File: src/rtl/temp_readout_pkg.sv
// Shared types, glyph constants and helpers for the temperature readout.
package temp_readout_pkg;

  typedef enum logic [1:0] {S_IDLE, S_CONV, S_BCD, S_LOAD} state_e;

  typedef enum logic [1:0] {
    CELSIUS    = 2'b00,
    FAHRENHEIT = 2'b01,
    KELVIN     = 2'b10,
    INVALID    = 2'b11
  } unit_e;

  localparam logic [6:0] GLYPH_BLANK = 7'h7F;
  localparam logic [6:0] GLYPH_DASH  = 7'h3F;
  localparam logic [6:0] GLYPH_C     = 7'h46;
  localparam logic [6:0] GLYPH_F     = 7'h0E;
  localparam logic [6:0] GLYPH_K     = 7'h09;

  localparam logic [8:0] F_OFFSET = 9'd32;
  localparam logic [8:0] K_OFFSET = 9'd273;

  // Segment pattern g..a, active-low, for one decimal digit.
  function automatic logic [6:0] digit_glyph(input logic [3:0] d);
    case (d)
      4'd0:    digit_glyph = 7'h40;
      4'd1:    digit_glyph = 7'h79;
      4'd2:    digit_glyph = 7'h24;
      4'd3:    digit_glyph = 7'h30;
      4'd4:    digit_glyph = 7'h19;
      4'd5:    digit_glyph = 7'h12;
      4'd6:    digit_glyph = 7'h02;
      4'd7:    digit_glyph = 7'h78;
      4'd8:    digit_glyph = 7'h00;
      4'd9:    digit_glyph = 7'h10;
      default: digit_glyph = GLYPH_BLANK;
    endcase
  endfunction

  // Double-dabble correction applied to the three BCD nibbles before a shift.
  function automatic logic [11:0] bcd_adjust(input logic [11:0] b);
    logic [11:0] r;
    r = b;
    for (int i = 0; i < 3; i++) begin
      if (r[i*4 +: 4] >= 4'd5) r[i*4 +: 4] = r[i*4 +: 4] + 4'd3;
      else                     r[i*4 +: 4] = r[i*4 +: 4];
    end
    return r;
  endfunction

endpackage

File: src/rtl/temp_readout_seg7_scan.sv
// Time-multiplexed 4-digit common-anode scanner; reusable by any display user.
module seg7_scan
  import temp_readout_pkg::*;
#(
  parameter logic [15:0] REFRESH_DIV = 16'd50000
) (
  input  logic            clk_i,
  input  logic            clr_ni,
  input  logic            load_i,
  input  logic [3:0][6:0] glyph_i,
  output logic [6:0]      seg_o,
  output logic [3:0]      an_o
);

  logic [15:0] cnt_q;
  logic [1:0]  idx_q;
  logic [1:0]  idx_d;
  logic        wrap_s;
  logic [6:0]  seg_q;
  logic [3:0]  an_q;

  assign wrap_s = (cnt_q == (REFRESH_DIV - 16'd1));
  assign idx_d  = wrap_s ? (idx_q - 2'd1) : idx_q;

  // Refresh counter, digit index and registered segment/anode drive.
  always_ff @(posedge clk_i or negedge clr_ni) begin
    if (!clr_ni) begin
      cnt_q <= 16'd0;
      idx_q <= 2'd0;
      seg_q <= GLYPH_BLANK;
      an_q  <= 4'hF;
    end else begin
      cnt_q <= wrap_s ? 16'd0 : (cnt_q + 16'd1);
      idx_q <= idx_d;
      // glyph_i carries the post-load values, so a load shows up on this same edge
      if (wrap_s || load_i) seg_q <= glyph_i[idx_d];
      if (wrap_s)           an_q  <= ~(4'b0001 << idx_d);
    end
  end

  assign seg_o = seg_q;
  assign an_o  = an_q;

endmodule

File: src/rtl/temp_readout.sv
// Converts the stored temperature word to C/F/K, BCD-encodes it and scans it out.
// Build option: TEMP_READOUT_LZB_EN enables leading-zero blanking of hundreds/tens.
module temp_readout
  import temp_readout_pkg::*;
#(
  parameter logic [15:0] REFRESH_DIV = 16'd50000
) (
  input  logic       clk,
  input  logic       clr_n,
  input  logic [3:0] d_in,
  input  logic [1:0] t_in,
  input  logic       upd,
  output logic       busy,
  output logic       done,
  output logic [6:0] seg,
  output logic [3:0] an
);

  state_e          state_q;
  unit_e           unit_q;
  logic [3:0]      c_q;
  logic [3:0]      step_q;
  logic [20:0]     dd_q;
  logic [6:0]      ug_q;
  logic            inv_q;
  logic            pending_q;
  logic            busy_q;
  logic            done_q;
  logic [3:0][6:0] disp_q;
  logic [3:0][6:0] disp_d;

  logic [8:0]  v_s;
  logic [6:0]  ug_s;
  logic        inv_s;
  logic [20:0] adj_s;
  logic [20:0] dd_d;
  logic [3:0]  hun_s, ten_s, one_s;

  // Unit conversion of the captured Celsius value.
  always_comb begin
    v_s   = 9'd0;
    ug_s  = GLYPH_DASH;
    inv_s = 1'b0;
    case (unit_q)
      CELSIUS:    begin v_s = {5'd0, c_q};                                ug_s = GLYPH_C; end
      FAHRENHEIT: begin v_s = F_OFFSET + (({5'd0, c_q} * 9'd9) / 9'd5);   ug_s = GLYPH_F; end
      KELVIN:     begin v_s = {5'd0, c_q} + K_OFFSET;                     ug_s = GLYPH_K; end
      default:    begin inv_s = 1'b1; end
    endcase
  end

  assign adj_s = {bcd_adjust(dd_q[20:9]), dd_q[8:0]};
  assign dd_d  = {adj_s[19:0], 1'b0};
  assign hun_s = dd_q[20:17];
  assign ten_s = dd_q[16:13];
  assign one_s = dd_q[12:9];

  // Next display contents; only the LOAD state changes them.
  always_comb begin
    disp_d = disp_q;
    if (state_q == S_LOAD) begin
      if (inv_q) begin
        disp_d = {4{GLYPH_DASH}};
      end else begin
`ifdef TEMP_READOUT_LZB_EN
        disp_d[3] = (hun_s == 4'd0) ? GLYPH_BLANK : digit_glyph(hun_s);
        disp_d[2] = ((hun_s == 4'd0) && (ten_s == 4'd0)) ? GLYPH_BLANK : digit_glyph(ten_s);
`else
        disp_d[3] = digit_glyph(hun_s);
        disp_d[2] = digit_glyph(ten_s);
`endif
        disp_d[1] = digit_glyph(one_s);
        disp_d[0] = ug_q;
      end
    end else begin
      disp_d = disp_q;
    end
  end

  // Conversion sequencer with one-deep pending request.
  always_ff @(posedge clk or negedge clr_n) begin
    if (!clr_n) begin
      state_q   <= S_IDLE;
      unit_q    <= CELSIUS;
      c_q       <= 4'd0;
      step_q    <= 4'd0;
      dd_q      <= 21'd0;
      ug_q      <= GLYPH_BLANK;
      inv_q     <= 1'b0;
      pending_q <= 1'b0;
      busy_q    <= 1'b0;
      done_q    <= 1'b0;
      disp_q    <= {4{GLYPH_BLANK}};
    end else begin
      done_q <= 1'b0;
      case (state_q)
        S_IDLE: begin
          if (upd) begin
            c_q     <= d_in;
            unit_q  <= unit_e'(t_in);
            busy_q  <= 1'b1;
            state_q <= S_CONV;
          end
        end
        S_CONV: begin
          if (upd) pending_q <= 1'b1;
          dd_q    <= {12'd0, v_s};
          inv_q   <= inv_s;
          ug_q    <= ug_s;
          step_q  <= 4'd0;
          state_q <= S_BCD;
        end
        S_BCD: begin
          if (upd) pending_q <= 1'b1;
          dd_q   <= dd_d;
          step_q <= step_q + 4'd1;
          if (step_q == 4'd8) state_q <= S_LOAD;
        end
        S_LOAD: begin
          disp_q <= disp_d;
          done_q <= 1'b1;
          // an upd arriving right now is serviced like an earlier pending one
          if (pending_q || upd) begin
            pending_q <= 1'b0;
            c_q       <= d_in;
            unit_q    <= unit_e'(t_in);
            busy_q    <= 1'b1;
            state_q   <= S_CONV;
          end else begin
            busy_q  <= 1'b0;
            state_q <= S_IDLE;
          end
        end
        default: state_q <= S_IDLE;
      endcase
    end
  end

  seg7_scan #(.REFRESH_DIV(REFRESH_DIV)) u_scan (
    .clk_i   (clk),
    .clr_ni  (clr_n),
    .load_i  (state_q == S_LOAD),
    .glyph_i (disp_d),
    .seg_o   (seg),
    .an_o    (an)
  );

  assign busy = busy_q;
  assign done = done_q;

endmodule

File: config.mk
export PLATFORM = sky130hd
export DESIGN_NAME = temp_readout
export DESIGN_NICKNAME = d
export VERILOG_FILES = /design/src/rtl/temp_readout_pkg.sv /design/src/rtl/temp_readout_seg7_scan.sv /design/src/rtl/temp_readout.sv
export SDC_FILE = /design/constraint.sdc
export NUM_CORES = 1
export LEC_CHECK = 0
export CORE_MARGIN = 4
export CORE_UTILIZATION = 35
export CTS_CLUSTER_SIZE = 28
export DETAILED_ROUTE_END_ITERATION = 7
export RECOVER_POWER = 100
export SLEW_MARGIN = 20
export SYNTH_ARGS = -nofsm -noshare
export SYNTH_HDL_FRONTEND = slang
export SYNTH_SLANG_ARGS = --single-unit
File: constraint.sdc
create_clock -name clk -period 6 [get_ports clk]
set_clock_uncertainty 0.1 [all_clocks]
set_input_delay 1.2 -clock clk [delete_from_list [all_inputs] [get_ports clk]]
set_output_delay 1.2 -clock clk [all_outputs]
set_load 0.01 [all_outputs]
==> results.tsv, run 1 <==
stage	metric	value	unit
cells_and_area	leading cell type in the layout, fill and taps excluded	nor2_1	
floorplanning	Boundary Pins	22	
clock_network	Post-CTS Hold Fix Bufs	0	
clock_network	H-Tree Depth	3	
cells_and_area	synthesis-to-layout area growth	9.15	%
setup_path	Worst setup SP type	flip-flop	
logic_synthesis	Post-Syn Area	6250	µm²
route	via count	4968	
setup_path	CP Capture Type	flip-flop	
global_route	Overall Global Routing Usage	14.5	%
sta	worst-margin pin slew	3.47	ns
logic_synthesis	Ys Warns	0	
route	Avg Vias per Cell	5.48	
logic_synthesis	ys flop type	dfrtp_1	
route	post-route ant nets	0	
run_status	status	complete, but fails checks	
cells_and_area	fin nets	714	
clock_network	Setup Buffers After CTS	0	
sta	setup violators final	0	
clock_network	Num CTS Buffers	9	
global_route	vias in the first global route	4828	
clock_network	Root Driver	clkbuf_16	
place	port buffer count	21	
clock_network	TritonCTS clock tree	done	
logic_synthesis	Synth Instances	683	
power	Logic pwr share	52.7	%
setup_path	CP max FO	26	
setup_path	CP most frequent cell	ha_1	
setup_path	Reg-to-Reg End	dd_q[0]	
global_route	total gr overflow	0	
floorplanning	starting density of the core	35.9	%
sta	Hold WS	0.362	ns
power	Clock Power Share	15.9	%
logic_synthesis	Async SR Flop Fraction	100	%
worst_hold_path	Hold Path Origin	u_scan.cnt_q[0]	
job	Max-cap violations	2	
power	Power Density	547	nW/µm²
power	sequential share of power	31.4	%
route	Residual DRC	0	
sta	Fin. Hold Viols	0	
setup_path	worst path cell trace	ha_1 > and2_0 > ha_1 > xnor2_1 > o32ai_1 > o21ai_0 > a32oi_1 > mux2i_1 > o2111ai_1 > a2111oi_1 > o21ai_1	
logic_synthesis	Syn Area/Cell	9.14	µm²
logic_synthesis	syn nets	721	
worst_hold_path	Hold Path End	u_scan.cnt_q[0]	
setup_path	worst-case register-to-register setup slack	1.49	ns
worst_hold_path	hold depth	1	
clock_network	post-CTS resize count	0	
setup_path	launching point of the worst reg2reg path	c_q[3]	
setup_path	CP Data Required Time	6.12	ns
worst_hold_path	HP Class	reg -> reg	
floorplanning	chip width	142	µm
logic_synthesis	Yosys cell types	67	
setup_path	Max stage delay on crit path	0.87	ns
setup_path	crit path DAT	4.64	ns
clock_network	clock net sink count	99	
clock_network	worst skew pair latency	0.34	ns
sta	Slew Viols, Final	109	
global_route	largest net degree at the start of global routing	65	
route	Routed WL per cell	15.7	µm
route	Pre-antenna DRT Iters	5	
power	maximum vdd drop	0.000556	V
power	internal power	2.09	mW
logic_synthesis	EDFF count, synth	0	
cells_and_area	most frequent cells in the layout	76 x nor2_1, 57 x a21oi_1, 55 x dfrtp_1	
setup_path	R2R cell count	11	
power	Sw Ratio	44.1	%
sta	setup_tns	0	ns
sta	RSZ-0062 raised after global routing	no	
setup_path	critical path class	reg -> reg	
sta	Period minus WS final	4.51	ns
place	gpl congestion	0.885	
global_route	antenna violations before repair	0	
place	hpwl dp	9920	µm
sta	highest clock rate	0.222	GHz
floorplanning	Core Area	17400	µm²
sta	fin crit share	75.2	%
setup_path	Worst path slowest cell	dfrtp_1	
floorplanning	Rows	48	
global_route	global-route wire length before repair	24100	µm
cells_and_area	antenna cells	0	
floorplanning	die area	20000	µm²
setup_path	CP top delay family	compound AO/OA/AOI/OAI gates	
floorplanning	Die Height	142	µm
logic_synthesis	flops & latches, synth	99	
cells_and_area	layout cell share with drive strength beyond 1	13.2	%
clock_network	Bufs on Longest Clock Path	2	
clock_network	Worst-path clk slew	0.07	ns
setup_path	WP buf/inv	0	
route	routed wire length	14200	µm
power	Leakage Power	2.82	nW
route	1st-iter DRT viols	456	
run_status	failing checks	max-capacitance violations, max-slew violations	
logic_synthesis	sequential element share of the synthesized area	40.5	%
power	Psw	1.64	mW
sta	Slew headroom	-131	%
==> power by group through the flow <==
stage | Combinational, mW | Clock, mW | Sequential [mW]
floorplan | 1.61 | 0 | 1.08
global placement | 1.93 | 0 | 1.17
detailed placement | 1.98 | 0 | 1.18
CTS | 1.99 | 0.607 | 1.17
global route | 2.20 | 0.631 | 1.20
finish | 1.97 | 0.594 | 1.17
==> stage by stage <==
step	power, mW	cell area [µm²]	worst slack (ns)	utilization [%]	std cells
floorplan	2.70	6250	2.91	-	683
global placement	3.10	6560	1.87	37.6	890
detailed placement	3.16	6560	1.70	37.6	890
CTS	3.77	6860	1.66	39.4	906
global route	4.03	6820	0.696	39.1	906
finish	3.73	6820	1.49	39.1	906
==> worst reg2reg max path, stage by stage (launching register included) <==
cell and delay (ns):
dfrtp_1 0.87, ha_1 0.38, and2_0 0.15, ha_1 0.60, xnor2_1 0.44, o32ai_1 0.33
o21ai_0 0.13, a32oi_1 0.45, mux2i_1 0.27, o2111ai_1 0.17, a2111oi_1 0.37, o21ai_1 0.12
==> worst max-delay path by stage <==
stage               startpoint  endpoint  slack (ns)  cells after the start
floorplan               c_q[1]   dd_q[0]        2.91                     13
global placement        c_q[3]   dd_q[0]        1.87                     11
detailed placement      c_q[3]   dd_q[0]        1.70                     11
CTS                     c_q[3]   dd_q[0]        1.66                     11
global route             clr_n     inv_q        0.70                      2
finish                  c_q[3]   dd_q[0]        1.49                     11
==> cell type report <==
| class | instances | area, µm² |
|---|---|---|
| fillers | 1752 | 10600 |
| inverters | 51 | 191 |
| clock inverters | 6 | 71.3 |
| multi-input cells | 489 | 3290 |
| repair buffers | 26 | 224 |
| clock buffers | 10 | 229 |
| well taps | 225 | 282 |
| flip-flops and latches | 99 | 2530 |
==> kinds of logic after synthesis <==
kind of cell             synth area share [%]
AND/OR/NAND/NOR                          14.9
adder cells (fa/ha/maj)                  5.81
AO/OA/AOI/OAI                            20.2
XOR/XNOR                                 3.93
multiplexers                             8.11
buffers and inverters                    6.55
flip-flops                               40.5
==> synthesized netlist by cell type, types with 5 or more instances <==
library cell | number | area, µm²
a211oi_1 | 11 | 82.6
a21oi_1 | 57 | 285
a31oi_1 | 9 | 56.3
and3_1 | 6 | 37.5
buf_2 | 12 | 60.1
buf_4 | 6 | 45.0
clkbuf_1 | 20 | 75.1
dfrtp_1 | 55 | 1380
dfstp_2 | 44 | 1160
ha_1 | 29 | 363
inv_1 | 49 | 184
mux2_2 | 15 | 169
mux2i_1 | 18 | 180
mux4_2 | 7 | 158
nand2_1 | 36 | 135
nand2b_1 | 9 | 56.3
nand3_1 | 27 | 135
nand3b_1 | 6 | 45.0
nor2_1 | 75 | 282
nor2b_1 | 7 | 43.8
nor3_1 | 10 | 50.1
o211ai_1 | 5 | 37.5
o21ai_0 | 49 | 245
o22ai_1 | 25 | 156
o31ai_1 | 5 | 37.5
xnor2_1 | 17 | 149
xor2_1 | 6 | 52.6
==> registers in the layout (all words and copies together) (netlist names) <==
| name | flops |
|---|---|
| step_q | 4 |
| disp_q | 28 |
| u_scan.an_o | 4 |
| ug_q | 5 |
| u_scan.seg_o | 7 |
| u_scan.cnt_q | 16 |
| inv_q | 1 |
| unit_q | 2 |
| dd_q | 21 |
| c_q | 4 |
| pending_q | 1 |
| u_scan.idx_q | 2 |
| busy | 1 |
| done | 1 |
| state_q | 2 |
==> routing by layer <==
layer	wire length (µm)	vias to the layer above	part of all wire, %	global-route usage (%)
li1	-	2415	-	-
met1	6640	2419	47	20.5
met2	6790	119	48	23.0
met3	583	15	4.1	2.70
met4	177	0	1.2	3.59
met5	0	-	0	0
Note: power is estimated with default switching activity, not from simulation.
==> inputs of run 2 (changes only) <==
==> constraint.sdc (replaced) <==
create_clock -name clk -period 4.6 [get_ports clk]
set_clock_uncertainty 0.1 [all_clocks]
set_input_delay 0.92 -clock clk [delete_from_list [all_inputs] [get_ports clk]]
set_output_delay 0.92 -clock clk [all_outputs]
set_load 0.01 [all_outputs]
==> run 2 against run 1 <==
Net effect:
- the run still ends with max-capacitance violations, max-slew violations left
- global-route usage increased by 0.27 points
- fmax increased by 14%
- flip-flop and latch count unchanged
- power is 32% higher
- critical path depth unchanged
- utilization increased by 0.27 points
- combinational power is 36% higher
- sequential share of layout area is 0.25 points lower
- non-clock buffer count up 3
==> results.tsv, run 2 (synthesis gave the netlist of run 1 again) <==
stage	metric	value	unit
clock_network	Setup Buffers After CTS	0	
floorplanning	chip width	142	µm
sta	Fin. Hold Viols	0	
power	Leakage Power	2.84	nW
global_route	vias in the first global route	4827	
route	via count	4964	
cells_and_area	most flop-heavy register	disp_q	
clock_network	Root Driver	clkbuf_16	
cells_and_area	Largest regs	disp_q: 28 flops, dd_q: 21 flops, u_scan.cnt_q: 16 flops	
cells_and_area	most frequent cells in the layout	76 x nor2_1, 57 x a21oi_1, 55 x dfrtp_1	
route	post-route ant nets	0	
place	hpwl dp	10100	µm
floorplanning	Core Area	17400	µm²
place	port buffer count	21	
global_route	Overall Global Routing Usage	14.7	%
setup_path	critical path class	reg -> reg	
cells_and_area	leading cell type in the layout, fill and taps excluded	nor2_1	
floorplanning	Die Height	142	µm
setup_path	Worst setup SP type	flip-flop	
clock_network	worst skew pair latency	0.35	ns
route	Residual DRC	0	
cells_and_area	antenna cells	0	
clock_network	Post-CTS Hold Fix Bufs	0	
place	gpl congestion	0.847	
sta	setup_tns	0	ns
clock_network	Bufs on Longest Clock Path	2	
route	Pre-antenna DRT Iters	5	
setup_path	CP max FO	20	
clock_network	H-Tree Depth	3	
sta	fin crit share	85.8	%
global_route	largest net degree at the start of global routing	83	
sta	setup violators final	0	
setup_path	CP Data Required Time	4.72	ns
sta	Slew headroom	-36.0	%
sta	Slew Viols, Final	83	
floorplanning	Boundary Pins	22	
run_status	status	complete, but fails checks	
run_status	failing checks	max-capacitance violations, max-slew violations	
route	Avg Vias per Cell	5.46	
sta	highest clock rate	0.253	GHz
sta	RSZ-0062 raised after global routing	no	
route	routed wire length	14200	µm
cells_and_area	layout cell share with drive strength beyond 1	13.6	%
power	Power Density	717	nW/µm²
worst_hold_path	HP Class	reg -> reg	
clock_network	TritonCTS clock tree	done	
power	maximum vdd drop	0.000535	V
floorplanning	die area	20000	µm²
cells_and_area	fin nets	717	
route	1st-iter DRT viols	368	
job	Max-cap violations	1	
floorplanning	starting density of the core	35.9	%
global_route	global-route wire length before repair	24300	µm
route	Routed WL per cell	15.7	µm
sta	Period minus WS final	3.95	ns
sta	worst-margin pin slew	2.04	ns
setup_path	CP Capture Type	flip-flop	
global_route	antenna violations before repair	0	
cells_and_area	number of flip-flops under the largest register name	28	
clock_network	clock net sink count	99	
clock_network	Num CTS Buffers	9	
setup_path	crit path DAT	4.07	ns
cells_and_area	synthesis-to-layout area growth	9.90	%
cells_and_area	post-layout util	39.4	%
floorplanning	Rows	48	
clock_network	Worst-path clk slew	0.07	ns
clock_network	post-CTS resize count	0	
global_route	total gr overflow	0	
-- run 2: routing by layer --
metal / vias to the layer above / track usage, % / part of all wire [%]
met5: - / 0 / 0
met4: 0 / 3.03 / 0.96
met3: 8 / 3.34 / 4.2
met2: 105 / 23.5 / 48
met1: 2437 / 20.7 / 47
li1: 2414 / - / -
-- run 2: final cells by class --
cell class,instances,area [µm²]
Inverter,51,191
Fill cell,1752,10600
Clock inverter,6,88.8
Timing Repair Buffer,29,246
Clock buffer,10,229
Sequential cell,99,2530
Tap cell,225,282
Multi-Input combinational cell,489,3290
-- run 2: report_power, final --
group,total [mW],internal (mW),switching [mW]
clock network,0.806,0.478,0.328
registers,1.43,1.27,0.158
logic,2.68,1.04,1.64
-- run 2: worst paths after layout --
kind | from | cells after the start | slack (ns) | end
worst max-delay path | c_q[0] | 11 | 0.65 | dd_q[0]
worst min-delay path | u_scan.cnt_q[0] | 1 | 0.38 | u_scan.cnt_q[0]
worst max register to register | c_q[0] | 11 | 0.65 | dd_q[0]
worst min register to register | u_scan.cnt_q[0] | 1 | 0.38 | u_scan.cnt_q[0]
max in group asynchronous | clr_n | 2 | 1.62 | dd_q[0]
min in group asynchronous | clr_n | 1 | 1.07 | u_scan.cnt_q[13]
-- run 2: worst max-delay path: stages (launching register included) --
cell and delay [ns]:
dfrtp_1 0.46, ha_1 0.27, and2_0 0.15, ha_1 0.62, xnor2_1 0.43, o32ai_1 0.35
o21ai_0 0.16, a32oi_2 0.33, mux2i_1 0.23, o2111ai_1 0.16, a2111oi_0 0.42, o21ai_1 0.12
-- run 2: through the flow --
stage	setup WS [ns]	instances	instance area, µm²	total power [mW]	hold slack (ns)
2_1_floorplan	1.51	683	6250	3.52	0.333
3_3_place_gp	0.877	893	6580	4.09	0.350
3_5_place_dp	0.733	893	6580	4.15	0.378
4_1_cts	0.700	909	6900	4.98	0.387
5_1_grt	0.217	909	6860	5.34	0.397
6_report	0.653	909	6860	4.92	0.379
